===== config.mk =====
export PLATFORM = sky130hd
export DESIGN_NAME = hamming_secded_decoder_flat
export DESIGN_NICKNAME = d
export VERILOG_FILES = /design/src/rtl/hamming_pkg.sv /design/src/rtl/hamming_secded_decoder_if.sv /design/src/rtl/secded_decode_core.sv /design/src/rtl/hamming_secded_decoder.sv /design/src/flat_wrapper.sv
export SDC_FILE = /design/constraint.sdc
export NUM_CORES = 1
export LEC_CHECK = 0
export ABC_AREA = 1
export ABC_CLOCK_PERIOD_IN_PS = 3900
export BUFFER_PORTS_ARGS = -buffer_cell sky130_fd_sc_hd__buf_4
export CAP_MARGIN = 20
export CORE_MARGIN = 8
export CORE_UTILIZATION = 40
export CTS_CLUSTER_SIZE = 25
export DETAILED_ROUTE_END_ITERATION = 10
export GPL_TIMING_DRIVEN = 0
export MAX_ROUTING_LAYER = met4
export PLACE_DENSITY = 0.61
export SLEW_MARGIN = 30
export SYNTH_ARGS = -nofsm -noshare
export SYNTH_HDL_FRONTEND = slang
export SYNTH_SLANG_ARGS = --single-unit
export TNS_END_PERCENT = 30

===== constraint.sdc =====
create_clock -name clk -period 3.9 [get_ports clk]
set_input_delay 0.39 -clock clk [delete_from_list [all_inputs] [get_ports clk]]
set_output_delay 0.39 -clock clk [all_outputs]
set_load 0.1 [all_outputs]

===== src/rtl/hamming_pkg.sv =====
// -----------------------------------------------------------------------------
// hamming_pkg
// Shared types and helpers for the Hamming(16,11) SECDED decoder.
//   state_t      : decoder FSM states
//   flag_t       : 2-bit per-word error flag written with each decoded message
//   *_POS        : bit positions of the parity bits inside an encoded word
//   extract_data : pulls the 11 message bits out of an encoded word
// -----------------------------------------------------------------------------
package hamming_pkg;

    typedef enum logic [2:0] {
        IDLE,
        RD_LO,
        RD_HI,
        DECODE,
        WR_LO,
        WR_HI,
        DONE
    } state_t;

    typedef enum logic [1:0] {
        FLG_NONE   = 2'b00,
        FLG_SINGLE = 2'b01,
        FLG_DOUBLE = 2'b10
    } flag_t;

    // Bit index equals Hamming position; P0 is the overall parity bit.
    localparam int P0_POS = 0;
    localparam int P1_POS = 1;
    localparam int P2_POS = 2;
    localparam int P4_POS = 4;
    localparam int P8_POS = 8;

    // Layout {d11..d5, p8, d4..d2, p4, d1, p2, p1, p0}: skip the parity slots.
    function automatic logic [10:0] extract_data(input logic [15:0] word);
        return {word[15:P8_POS+1], word[P8_POS-1:P4_POS+1], word[P4_POS-1]};
    endfunction

endpackage


===== src/rtl/hamming_secded_decoder_if.sv =====
// -----------------------------------------------------------------------------
// hamming_secded_decoder_if
// Start/done handshake, byte-wide memory port and error statistics.
//   req       : start request (driven by the requester)
//   done      : job complete, level
//   mem_addr  : byte address, AW bits
//   mem_rdata : read data, combinational from mem_addr
//   mem_wdata : write data
//   mem_we    : write strobe, memory writes on the rising edge where it is high
//   err1_cnt  : corrected single-error words in the last job
//   err2_cnt  : detected double-error words in the last job
// master = decoder side, slave = requester / memory side.
// -----------------------------------------------------------------------------
interface hamming_secded_decoder_if #(
    parameter int AW = 8
);
    logic          req;
    logic          done;
    logic [AW-1:0] mem_addr;
    logic [7:0]    mem_rdata;
    logic [7:0]    mem_wdata;
    logic          mem_we;
    logic [3:0]    err1_cnt;
    logic [3:0]    err2_cnt;

    modport master (
        input  req, mem_rdata,
        output done, mem_addr, mem_wdata, mem_we, err1_cnt, err2_cnt
    );

    modport slave (
        output req, mem_rdata,
        input  done, mem_addr, mem_wdata, mem_we, err1_cnt, err2_cnt
    );
endinterface


===== src/rtl/secded_decode_core.sv =====
// -----------------------------------------------------------------------------
// secded_decode_core
// Combinational Hamming(16,11) SECDED decode of one word.
//   word     : 16-bit encoded word (bit index == Hamming position)
//   data     : 11-bit message, corrected when a single error was found
//   flag     : FLG_NONE / FLG_SINGLE / FLG_DOUBLE
//   syndrome : XOR of the positions of all set bits 1..15
// -----------------------------------------------------------------------------
module secded_decode_core
    import hamming_pkg::*;
(
    input  logic [15:0] word,
    output logic [10:0] data,
    output flag_t       flag,
    output logic [3:0]  syndrome
);

    logic        parity;
    logic [15:0] fixed;

    // NOTE: every output of this block gets a default before any branch;
    // otherwise a path that skips an assignment would infer a latch.
    always_comb begin
        syndrome = 4'h0;
        for (int i = 1; i < 16; i++) begin
            if (word[i]) syndrome = syndrome ^ 4'(i);
        end
        parity = ^word;
        fixed  = word;
        flag   = FLG_NONE;
        if (parity) begin
            // Odd overall parity: exactly one bit flipped, at position
            // syndrome (syndrome 0 means P0 itself).
            fixed = word ^ (16'h0001 << syndrome);
            flag  = FLG_SINGLE;
        end else if (syndrome != 4'h0) begin
            flag = FLG_DOUBLE;
        end
        data = extract_data(fixed);
    end

endmodule


===== src/rtl/hamming_secded_decoder.sv =====
// -----------------------------------------------------------------------------
// hamming_secded_decoder
// Memory-mastering accelerator: reads NUM_WORDS Hamming(16,11) SECDED words
// from SRC_BASE, decodes/corrects each, and writes the 11-bit message plus a
// 2-bit flag to DST_BASE. Five cycles per word: RD_LO, RD_HI, DECODE, WR_LO,
// WR_HI.
//   clk   : single clock, rising edge
//   reset : synchronous, active-low
//   bus   : hamming_secded_decoder_if.master (req/done, memory, statistics)
// Optional feature macro HAMMING_DEC_STATS_EN: when defined, err1_cnt/err2_cnt
// are saturating 4-bit counters; otherwise both ports are tied to 0.
// -----------------------------------------------------------------------------
module hamming_secded_decoder
    import hamming_pkg::*;
#(
    parameter int SRC_BASE  = 30,
    parameter int DST_BASE  = 0,
    parameter int NUM_WORDS = 15,
    parameter int AW        = 8
) (
    input  logic                            clk,
    input  logic                            reset,
    hamming_secded_decoder_if.master        bus
);

    localparam int IW = (NUM_WORDS > 1) ? $clog2(NUM_WORDS) : 1;

    state_t        state, next_state;
    logic [IW-1:0] index;
    logic [15:0]   word_q;
    logic [10:0]   data_q;
    flag_t         flag_q;

    logic [10:0]   dec_data;
    flag_t         dec_flag;
    logic [3:0]    unused_syndrome;

    logic          last_word;
    logic          start;
    logic [AW-1:0] src_lo;
    logic [AW-1:0] dst_lo;

    secded_decode_core u_core (
        .word     (word_q),
        .data     (dec_data),
        .flag     (dec_flag),
        .syndrome (unused_syndrome)
    );

    assign last_word = (index == IW'(NUM_WORDS - 1));
    assign start     = ((state == IDLE) || (state == DONE)) && bus.req;
    assign src_lo    = AW'(SRC_BASE) + AW'({index, 1'b0});
    assign dst_lo    = AW'(DST_BASE) + AW'({index, 1'b0});

    // NOTE: sequential state uses non-blocking assignments so every register
    // samples pre-edge values, independent of statement order.
    always_ff @(posedge clk) begin
        if (!reset) begin
            state  <= IDLE;
            index  <= '0;
            word_q <= '0;
            data_q <= '0;
            flag_q <= FLG_NONE;
        end else begin
            state <= next_state;
            case (state)
                IDLE, DONE: if (bus.req) index <= '0;
                RD_LO:      word_q[7:0]  <= bus.mem_rdata;
                RD_HI:      word_q[15:8] <= bus.mem_rdata;
                DECODE: begin
                    data_q <= dec_data;
                    flag_q <= dec_flag;
                end
                WR_HI:      if (!last_word) index <= index + IW'(1);
                default: ;
            endcase
        end
    end

    always_comb begin
        next_state    = state;
        bus.mem_addr  = '0;
        bus.mem_wdata = 8'h00;
        bus.mem_we    = 1'b0;
        case (state)
            IDLE:   if (bus.req) next_state = RD_LO;
            RD_LO: begin
                bus.mem_addr = src_lo;
                next_state   = RD_HI;
            end
            RD_HI: begin
                bus.mem_addr = src_lo + AW'(1);
                next_state   = DECODE;
            end
            DECODE: next_state = WR_LO;
            WR_LO: begin
                bus.mem_addr  = dst_lo;
                bus.mem_wdata = data_q[7:0];
                bus.mem_we    = 1'b1;
                next_state    = WR_HI;
            end
            WR_HI: begin
                bus.mem_addr  = dst_lo + AW'(1);
                bus.mem_wdata = {flag_q, 3'b000, data_q[10:8]};
                bus.mem_we    = 1'b1;
                next_state    = last_word ? DONE : RD_LO;
            end
            DONE:   if (bus.req) next_state = RD_LO;
            default: next_state = IDLE;
        endcase
    end

    assign bus.done = (state == DONE);

`ifdef HAMMING_DEC_STATS_EN
    logic [3:0] err1_q, err2_q;

    always_ff @(posedge clk) begin
        if (!reset) begin
            err1_q <= 4'h0;
            err2_q <= 4'h0;
        end else if (start) begin
            err1_q <= 4'h0;
            err2_q <= 4'h0;
        end else if (state == DECODE) begin
            if ((dec_flag == FLG_SINGLE) && (err1_q != 4'hF)) err1_q <= err1_q + 4'h1;
            if ((dec_flag == FLG_DOUBLE) && (err2_q != 4'hF)) err2_q <= err2_q + 4'h1;
        end
    end

    assign bus.err1_cnt = err1_q;
    assign bus.err2_cnt = err2_q;
`else
    logic unused_start;
    assign unused_start = start;
    assign bus.err1_cnt = 4'h0;
    assign bus.err2_cnt = 4'h0;
`endif

endmodule


===== src/flat_wrapper.sv =====
// flat-port wrapper written by rule: the top's interface ports become plain ports
module hamming_secded_decoder_flat import hamming_pkg::*;
#(
    parameter int SRC_BASE  = 30,
    parameter int DST_BASE  = 0,
    parameter int NUM_WORDS = 15,
    parameter int AW        = 8
)
  (clk, reset, bus_req, bus_mem_rdata, bus_done, bus_mem_addr, bus_mem_wdata, bus_mem_we, bus_err1_cnt, bus_err2_cnt);
  hamming_secded_decoder_if #(.AW(AW)) bus_i ();
  input  logic clk;
  input  logic reset;
  input wire logic [$bits(bus_i.req)-1:0] bus_req;
  input wire logic [$bits(bus_i.mem_rdata)-1:0] bus_mem_rdata;
  output wire logic [$bits(bus_i.done)-1:0] bus_done;
  output wire logic [$bits(bus_i.mem_addr)-1:0] bus_mem_addr;
  output wire logic [$bits(bus_i.mem_wdata)-1:0] bus_mem_wdata;
  output wire logic [$bits(bus_i.mem_we)-1:0] bus_mem_we;
  output wire logic [$bits(bus_i.err1_cnt)-1:0] bus_err1_cnt;
  output wire logic [$bits(bus_i.err2_cnt)-1:0] bus_err2_cnt;
  assign bus_i.req = bus_req;
  assign bus_i.mem_rdata = bus_mem_rdata;
  assign bus_done = bus_i.done;
  assign bus_mem_addr = bus_i.mem_addr;
  assign bus_mem_wdata = bus_i.mem_wdata;
  assign bus_mem_we = bus_i.mem_we;
  assign bus_err1_cnt = bus_i.err1_cnt;
  assign bus_err2_cnt = bus_i.err2_cnt;
  hamming_secded_decoder #(.SRC_BASE(SRC_BASE), .DST_BASE(DST_BASE), .NUM_WORDS(NUM_WORDS), .AW(AW)) u_core (.clk(clk), .reset(reset), .bus(bus_i));
endmodule

---- Yosys cells after proc, flatten, opt, wreduce, memory -nomap -nowiden ----
Index checks and enable logic that the tools add are counted.
storage, ports and cells
  RAM bits ................................ 0
  memory bits (read-only) ................. 0
  bits of input ports ..................... 11
  word-level logic and storage cells ...... 69
  register bits ........................... 36
  output and inout port bits .............. 26
  memories ................................ 0
  latch bits .............................. 0
cells by class
  $lt $le $gt $ge ......................... 0
  muxes and demuxes ....................... 27
  reduce and logical (&&, ||, !) cells .... 7
  shifts and indexed selects .............. 1
  multiply operators ...................... 0
  div/mod/pow operators ................... 0
  add/subtract/negate cells ............... 4
  bitwise gates (word level) .............. 15
  equality and inequality tests ........... 9
operators with widths
  kind                                              count
  2-to-1 mux 4 bit                                  10
  one-hot mux 8 bit (4 select lines)                1
  2-to-1 mux 3 bit                                  6
  one-hot mux 3 bit (6 select lines)                1
  2-to-1 mux 16 bit                                 1
  one-hot mux 8 bit (2 select lines)                1
  XOR reduction 16 bit                              1
  left shift 1 x 4 -> 16 bit, first input constant  1
  XOR 16 bit                                        1
  NOT 2 bit                                         6
  NOT 3 bit                                         4
  == test 3 bit, second input constant              3
  adder 8 x 1 -> 8 bit, second input constant       1
  2-to-1 mux 2 bit                                  4
  one-hot mux 4 bit (2 select lines)                1
  adder 5 x 1 -> 6 bit, second input constant       1
  adder 5 x 5 -> 6 bit, first input constant        1
  == test 3 x 2 -> 1 bit, second input constant     2
  adder 4 x 1 -> 4 bit, second input constant       1
  == test 4 bit, second input constant              1
  NOT 4 bit                                         1
  nonzero test 4 bit                                1
  OR reduction 2 bit                                2
  == test 3 x 1 -> 1 bit, second input constant     1
  other kinds (7)                                   10

---- Longest topological paths before layout ----
Gate-level depths: netlist of run 1.
  depth after elaboration ................. 29
  gate-level depth with buffers ........... 16
  mapped depth without buffers ............ 15

---- Cells and area by module ----
From an unflattened synthesis of run 1, not the netlist that was laid out.
second synthesis, totals
  cell total of the unflattened synthesis .. 417
  area, all modules ....................... 2713.9 um2
by module, submodules not included
  module                  area each (um2)  instances  cells an instance
  hamming_secded_decoder  1675.4           1          234
  secded_decode_core      1038.5           1          183

---- Least setup slack after synthesis of run 1 ----
Ideal clock, no wire load.
  kind .................................... reg2out
  from .................................... reg u_core.state[2]
  to ...................................... out bus_mem_addr[1]
  path slack .............................. -0.155 ns
  cell stages (with the launch flop) ...... 5
  required time ........................... 3.510 ns
  data arrival time ....................... 3.665 ns
  cells stage by stage .................... dfxtp_1 > inv_2 > nor2_2 > inv_1 > o21ai_0
on the way
  longest elaborated chain between the ends .. 2
RTL lines
  element                                      RTL line                      text
  from (decl)                                  hamming_secded_decoder.sv:28  state_t state, next_state;
  from (signal assigned)                       hamming_secded_decoder.sv:65  state <= next_state;
  == test 3 bit, or another cell as far along  hamming_secded_decoder.sv:85  case (state)
  one-hot mux 8 bit (4 select lines) (*)       hamming_secded_decoder.sv:85
  to (decl)                                    flat_wrapper.sv:16            output wire logic [$bits(bus_i.mem_addr)-1:0] bus_mem_addr;
Mark *: on every way between the ends. The rest lies on a longest branch, timed or not.

---- Final worst setup path of run 1 ----
  from .................................... reg u_core.state[1]
  to ...................................... out bus_mem_addr[0]
The elaborated chain is that of the path after synthesis.

==> results of run 1 <==
==> report_power, final <==
part | switching, W | internal [W] | total (W)
Sequential | 0.0000270 | 0.000407 | 0.000434
Clock | 0.000142 | 0.000190 | 0.000331
Combinational | 0.000663 | 0.000272 | 0.000935
==> per-layer routing <==
| metal | vias up | track usage, % | routed length [um] | part of all wire (%) |
|---|---|---|---|---|
| met5 | - | - | 0 | 0 |
| met4 | 0 | 4.74 | 74 | 1.1 |
| met3 | 7 | 3.59 | 489 | 7.4 |
| met2 | 61 | 25.4 | 3080 | 46 |
| met1 | 1079 | 17.9 | 2980 | 45 |
| li1 | 1318 | - | - | - |
==> worst max-delay path by stage <==
stage | end | slack [ps]
floorplan | bus_mem_addr[2] | 510
global placement | bus_mem_addr[0] | 1960
detailed placement | bus_mem_addr[0] | 1960
CTS | bus_mem_addr[0] | 1630
global route | bus_mem_addr[5] | 1440
finish | bus_mem_addr[0] | 1620
==> area by class of cell <==
cell class	instances	area (sq um)	share of cell area (%)
timing repair buffer	26	195	6.49
buffer	23	146	4.87
tap	77	96.3	3.21
inverter	48	184	6.12
clock buffer	6	72.6	2.41
sequential	36	721	24.0
multi-input combinational	298	1560	51.7
clock inverter	2	35.0	1.17
==> state kept, by name, indices dropped and copies added (netlist names) <==
register       flops
u_core.word_q     16
u_core.state       3
u_core.flag_q      2
u_core.data_q     11
u_core.index       4
==> cells in the mapped netlist (all sizes together) <==
library cell,count,area [sq um]
nand2,129,534
inv,46,175
dfxtp,36,721
o21ai,32,160
nor2,31,144
a21oi,23,115
nand3,19,100
buf,18,128
xor2,12,131
xnor2,11,104
nor3,9,61.3
a31oi,8,50.1
clkbuf,5,18.8
ha,3,37.5
o22ai,3,18.8
a211oi,2,15.0
clkinv,2,8.75
a211o,1,8.76
a41oi,1,8.76
conb,1,3.75
nand4,1,6.26
o211ai,1,7.51
o21a,1,7.51
o31ai,1,7.51
==> kinds of logic (layout without fill, tap and decap cells) <==
group / count (synthesis) / count (layout) / synth area share, %
flops: 36 / 36 / 28.0
simple gates: 189 / 189 / 32.9
other cells: 1 / 10 / 0.146
buf+inv: 71 / 105 / 12.8
xor+xnor: 23 / 23 / 9.14
fa+ha+maj: 3 / 3 / 1.46
compound gates: 73 / 73 / 15.5
==> worst max-delay path: cells and delay by family (launching register included) <==
family | cells | cell delay (ps)
and+or+nand+nor | 3 | 480
buffers and inverters | 3 | 690
DFF | 1 | 420
==> through the flow <==
stage | setup slack [ps] | cell area [sq um]
after global placement | 1960 | 2900
after detailed placement | 1960 | 2900
final | 1620 | 3010
after CTS | 1630 | 3010
after global routing | 1440 | 3010
after floorplan | 507 | 2610
==> metrics.yaml, run 1 <==
outcome: "completed"
drive_above_1_share_pct: 20.3
clk_pin_slew_ps: 80
routabilityCongestion: 0.836
reg2reg_slack_ps: 2060
worstSetupPathType: "register to primary output"
hold_viol_final: 0
cap_violations: 0
worstReg2RegEnd: "u_core.data_q[0]$_SDFFE_PN0N_"
fin_crit_ps: 2280
numCtsBuffers: 5
reg2regPathDepth: 16
fin_crit_sh_pct: 58.4
synthesis.area_sq_um: 2570
track_usage_pct: 15.3
mostFrequentLayoutCell: "nand2_1"
final_cell_mix: "117 x nand2_1, 41 x buf_4, 36 x dfxtp_1"
seq_area_frac_synth_pct: 28.0
clock_sinks: 36
clk_latency_ps: 300
hold_start: "bus_mem_rdata[1]"
worstPathMaxFanout: 10
grt_start_max_net_pins: 12
startpoint: "u_core.state[1]$_SDFFE_PN0N_"
ys_warn_count: 0
hold_path.class: "input pin to register"
p_leak_nw: 1.38
grt_pass1_vias: 2287
finalSetupViolations: 0
diodes: 0
powerDensity_nw_per_um2: 566
crit_top_cell: "nand2_1"
syn2layout_area_growth_pct: 16.8
routedWlPerCell_um: 12.8
wl_um: 6630
synth-seq-cells: 36
cts_tree: "done"
syn_inst: 396
vias: 2465
r2r_start: "u_core.word_q[11]$_SDFFE_PN0P_"
cts.repair.resized: 0
ios: 37
placementRows: 29
dieWidth_um: 96.2
grt_pass1_wl_um: 10700
nNetsFinal: 452
synth.distinct_cells: 39
skew_ps: 6.13
grt_overflow: 0
antenna_found_initial: 0
ant_nets: 0
initial_core_util_pct: 41.0
ir_drop_v: 0.000330
cp-end-kind: "primary output"
drc: 0
fin_tns_setup_ps: 0
hold_depth: 3
clockBufferDepth: 2
cp_data_arrival_time_ps: 1890
cts_setup_buffers: 0
holdWs_ps: 389
ctsHtreeMaxLevel: 2
holdPathEnd: "u_core.word_q[9]$_SDFFE_PN0P_"
dp_hpwl_um: 5350
hold_buffers: 0
core_area_sq_um: 6280
total_power_w: 0.00170
fin_cells: 516
die_area_sq_um: 9250
syn-mean-instance-area_sq_um: 6.50
slew_violations: 0
fp.dieH_um: 96.2
viasPerCell: 4.78
utilization_pct: 47.9
setup.worst_path.start_class: "register"
port_buffers: 26
crit_chain: "inv_2 > nor2_1 > nand2_1 > clkbuf_1 > nand2_1 > buf_4"
slowest_stage: "dfxtp_1"
required_ps: 3510
nFillCells: 676
dr.first_iter.drc_count: 97
rsz0062_at_grt: "false"
slowest_delay_ps: 420
firstDrtPassIters: 4
cts-root-buf: "clkbuf_8"
dp.cells: 508
max_freq_mhz: 439
Note: power is estimated with default switching activity, not from simulation.
==> inputs of run 2 (changes only) <==
ABC_AREA = 0   (was 1)
ABC_CLOCK_PERIOD_IN_PS = 2050   (was 3900)
PLACE_DENSITY = 0.64   (was 0.61)
clock period = 2.05 ns   (was 3.9 ns; I/O delays follow)
==> run 2 against run 1 <==
The flow now finishes with violations (setup timing). Critical endpoint is now u_core.data_q[9]$_SDFFE_PN0N_. Synthesized cell count down 28%. Sequential share of layout area down 0.65 points. Clock power up 89%. Global-route usage down 1.1 points.
==> metrics.yaml, run 2 <==
outcome: "complete, but fails checks"
violations: "setup timing"
setup.worst_path.start_class: "register"
drive_above_1_share_pct: 32.6
vias: 2106
synth.distinct_cells: 43
placementRows: 28
post_dp_cell_area_sq_um: 2690
reg.largest.list: "u_core.word_q x16, u_core.data_q x11, u_core.index x4"
finalSetupViolations: 2
grt_overflow: 0
port_buffers: 26
crit_chain: "xnor3_2 > xnor2_4 > and4_4 > o22ai_2 > xor2_1 > a21oi_1"
mostFrequentLayoutCell: "buf_4"
max_freq_mhz: 476
netlist.area_leader.share_pct: 30.9
nNetsFinal: 353
slowest_stage: "xnor3_2"
track_usage_pct: 14.2
clockBufferDepth: 2
clock_sinks: 36
nFillCells: 546
powerDensity_nw_per_um2: 765
slowest_delay_ps: 530
multi_input_area_sq_um: 1740
dr.first_iter.drc_count: 94
firstDrtPassIters: 4
drc: 0
syn_inst: 286
fin_tns_setup_ps: -56.3
cp_data_arrival_time_ps: 2270
synthesis.area_sq_um: 2330
hold_path.class: "input pin to register"
dp_hpwl_um: 4400
grt_start_max_net_pins: 12
ys_top_cells_by_area: "dfxtp_1 31%, xnor2_1 7.1%, xor2_1 6.8%"
async_reset_ff_share_pct: 0
fin_crit_sh_pct: 103
ys_warn_count: 0
dieWidth_um: 92.4
required_ps: 2220
die_area_sq_um: 8530
register_area_sq_um: 732
cts_tree: "done"
fin_area_sq_um: 3140
routedWlPerCell_um: 14.6
fin_ws_ps: -52.4
clk_pin_slew_ps: 80
numCtsBuffers: 5
fin_crit_ps: 2100
yosysMostFrequentCell: "dfxtp_1"
viasPerCell: 5.07
ctsHtreeMaxLevel: 2
seq_area_frac_synth_pct: 30.9
worstSetupPathType: "register to register"
largest_reg_flops: 16
core_area_sq_um: 5780
hold_viol_final: 0
final_cell_mix: "45 x buf_4, 32 x nor2_1, 29 x dfxtp_1"
fp.dieH_um: 92.4
hold_buffers: 0
grt_pass1_vias: 1984
syn2layout_area_growth_pct: 34.5
ios: 37
slew_violations: 0
synthTopCellsByCount: "36 x dfxtp_1, 34 x nor2_1, 28 x a21oi_1"
antenna_found_initial: 0
worstPathMaxFanout: 5
syn-mean-instance-area_sq_um: 8.16
clk_latency_ps: 290
wl_um: 6070
largest-register: "u_core.word_q"
total_power_w: 0.00240
initial_core_util_pct: 40.4
cap_violations: 0
p_leak_nw: 1.25
cts-root-buf: "clkbuf_8"
synth_edf_count: 0
rsz0062_at_grt: "true"
skew_ps: 8.13
ir_drop_v: 0.000465
yosysTopAreaCell: "dfxtp_1"
routabilityCongestion: 0.937
grt_pass1_wl_um: 9720
ys_dominant_reg_cell: "dfxtp_1"
diodes: 0
synth-seq-cells: 36
ant_nets: 0
cp-end-kind: "register"
## run 2: cell types whose count changed after synthesis, sizes merged, moves of 9 or more
| cell | previous run | this run |
|---|---|---|
| inv | 46 | 5 |
| mux2i | 0 | 13 |
| xnor2 | 11 | 22 |
| xor2 | 12 | 21 |
| o21ai | 32 | 17 |
| nand3 | 19 | 1 |
| o22ai | 3 | 14 |
| nand2 | 129 | 24 |
## run 2: report_power, final
part           leakage [nW]  total (W)  internal [W]  switching, W
registers             0.296   0.000774      0.000735     0.0000390
clock network        0.0552   0.000624      0.000361      0.000263
logic                 0.896    0.00100      0.000377      0.000626
## run 2: cell families after synthesis
group | Yosys count | synth area share [%]
flip-flops | 36 | 30.9
other | 1 | 0.161
multiplexers | 14 | 6.06
buffers and inverters | 30 | 6.49
AND/OR/NAND/NOR | 91 | 19.6
AO/OA/AOI/OAI | 67 | 16.1
adder cells (fa/ha/maj) | 3 | 1.61
XOR/XNOR | 44 | 19.1
## run 2: timing repair
item | 4_1_cts | 5_1_grt
setup endpoints to repair | 27 | 24
pin swaps | 3 | 15
resized for setup | 13 | 46
setup buffers | 0 | 12
## run 2: worst paths after layout
kind                                       start                             end  slack [ps]  cells past startpoint
setup / recovery  u_core.word_q[14]$_SDFFE_PN0P_   u_core.data_q[9]$_SDFFE_PN0N_         -50                      6
setup reg to reg  u_core.word_q[14]$_SDFFE_PN0P_   u_core.data_q[9]$_SDFFE_PN0N_         -50                      6
hold / removal                  bus_mem_rdata[6]   u_core.word_q[6]$_SDFFE_PN0P_         160                      3
hold reg to reg   u_core.word_q[14]$_SDFFE_PN0P_  u_core.word_q[14]$_SDFFE_PN0P_         490                      2
## run 2: metal layers
metal	track usage, %	share of wire (%)	vias to the layer above
li1	-	-	1072
met1	18.4	47	965
met4	4.56	2.1	0
met2	20.9	45	56
met5	-	0	-
met3	3.96	6.1	13
## run 2: worst max-delay path, delay by kind of cell (launching register included)
family	cells	cell delay (ps)
AOI/OAI and AO/OA	2	200
and+or+nand+nor	1	290
xor gates and xnor gates	3	1130
DFF	1	360
## run 2: cell type report
cell class	count	area share [%]
Multi-Input combinational cell	229	55.5
Sequential cell	36	23.3
Timing Repair Buffer	38	9.57
Buffer	24	4.59
Tap cell	75	2.99
Clock buffer	6	2.31
Clock inverter	2	1.12
Inverter	5	0.598
## run 2: metrics by stage
step                      setup slack (ps)  std cells  hold slack [ps]  utilization (%)
after floorplan                       -592        295              341                -
after global placement                -420        396              452             46.6
after detailed placement              -435        396              462             46.6
after CTS                            -69.6        404              159             49.1
after global routing                  -116        415              155             54.3
final                                -52.4        415              155             54.3
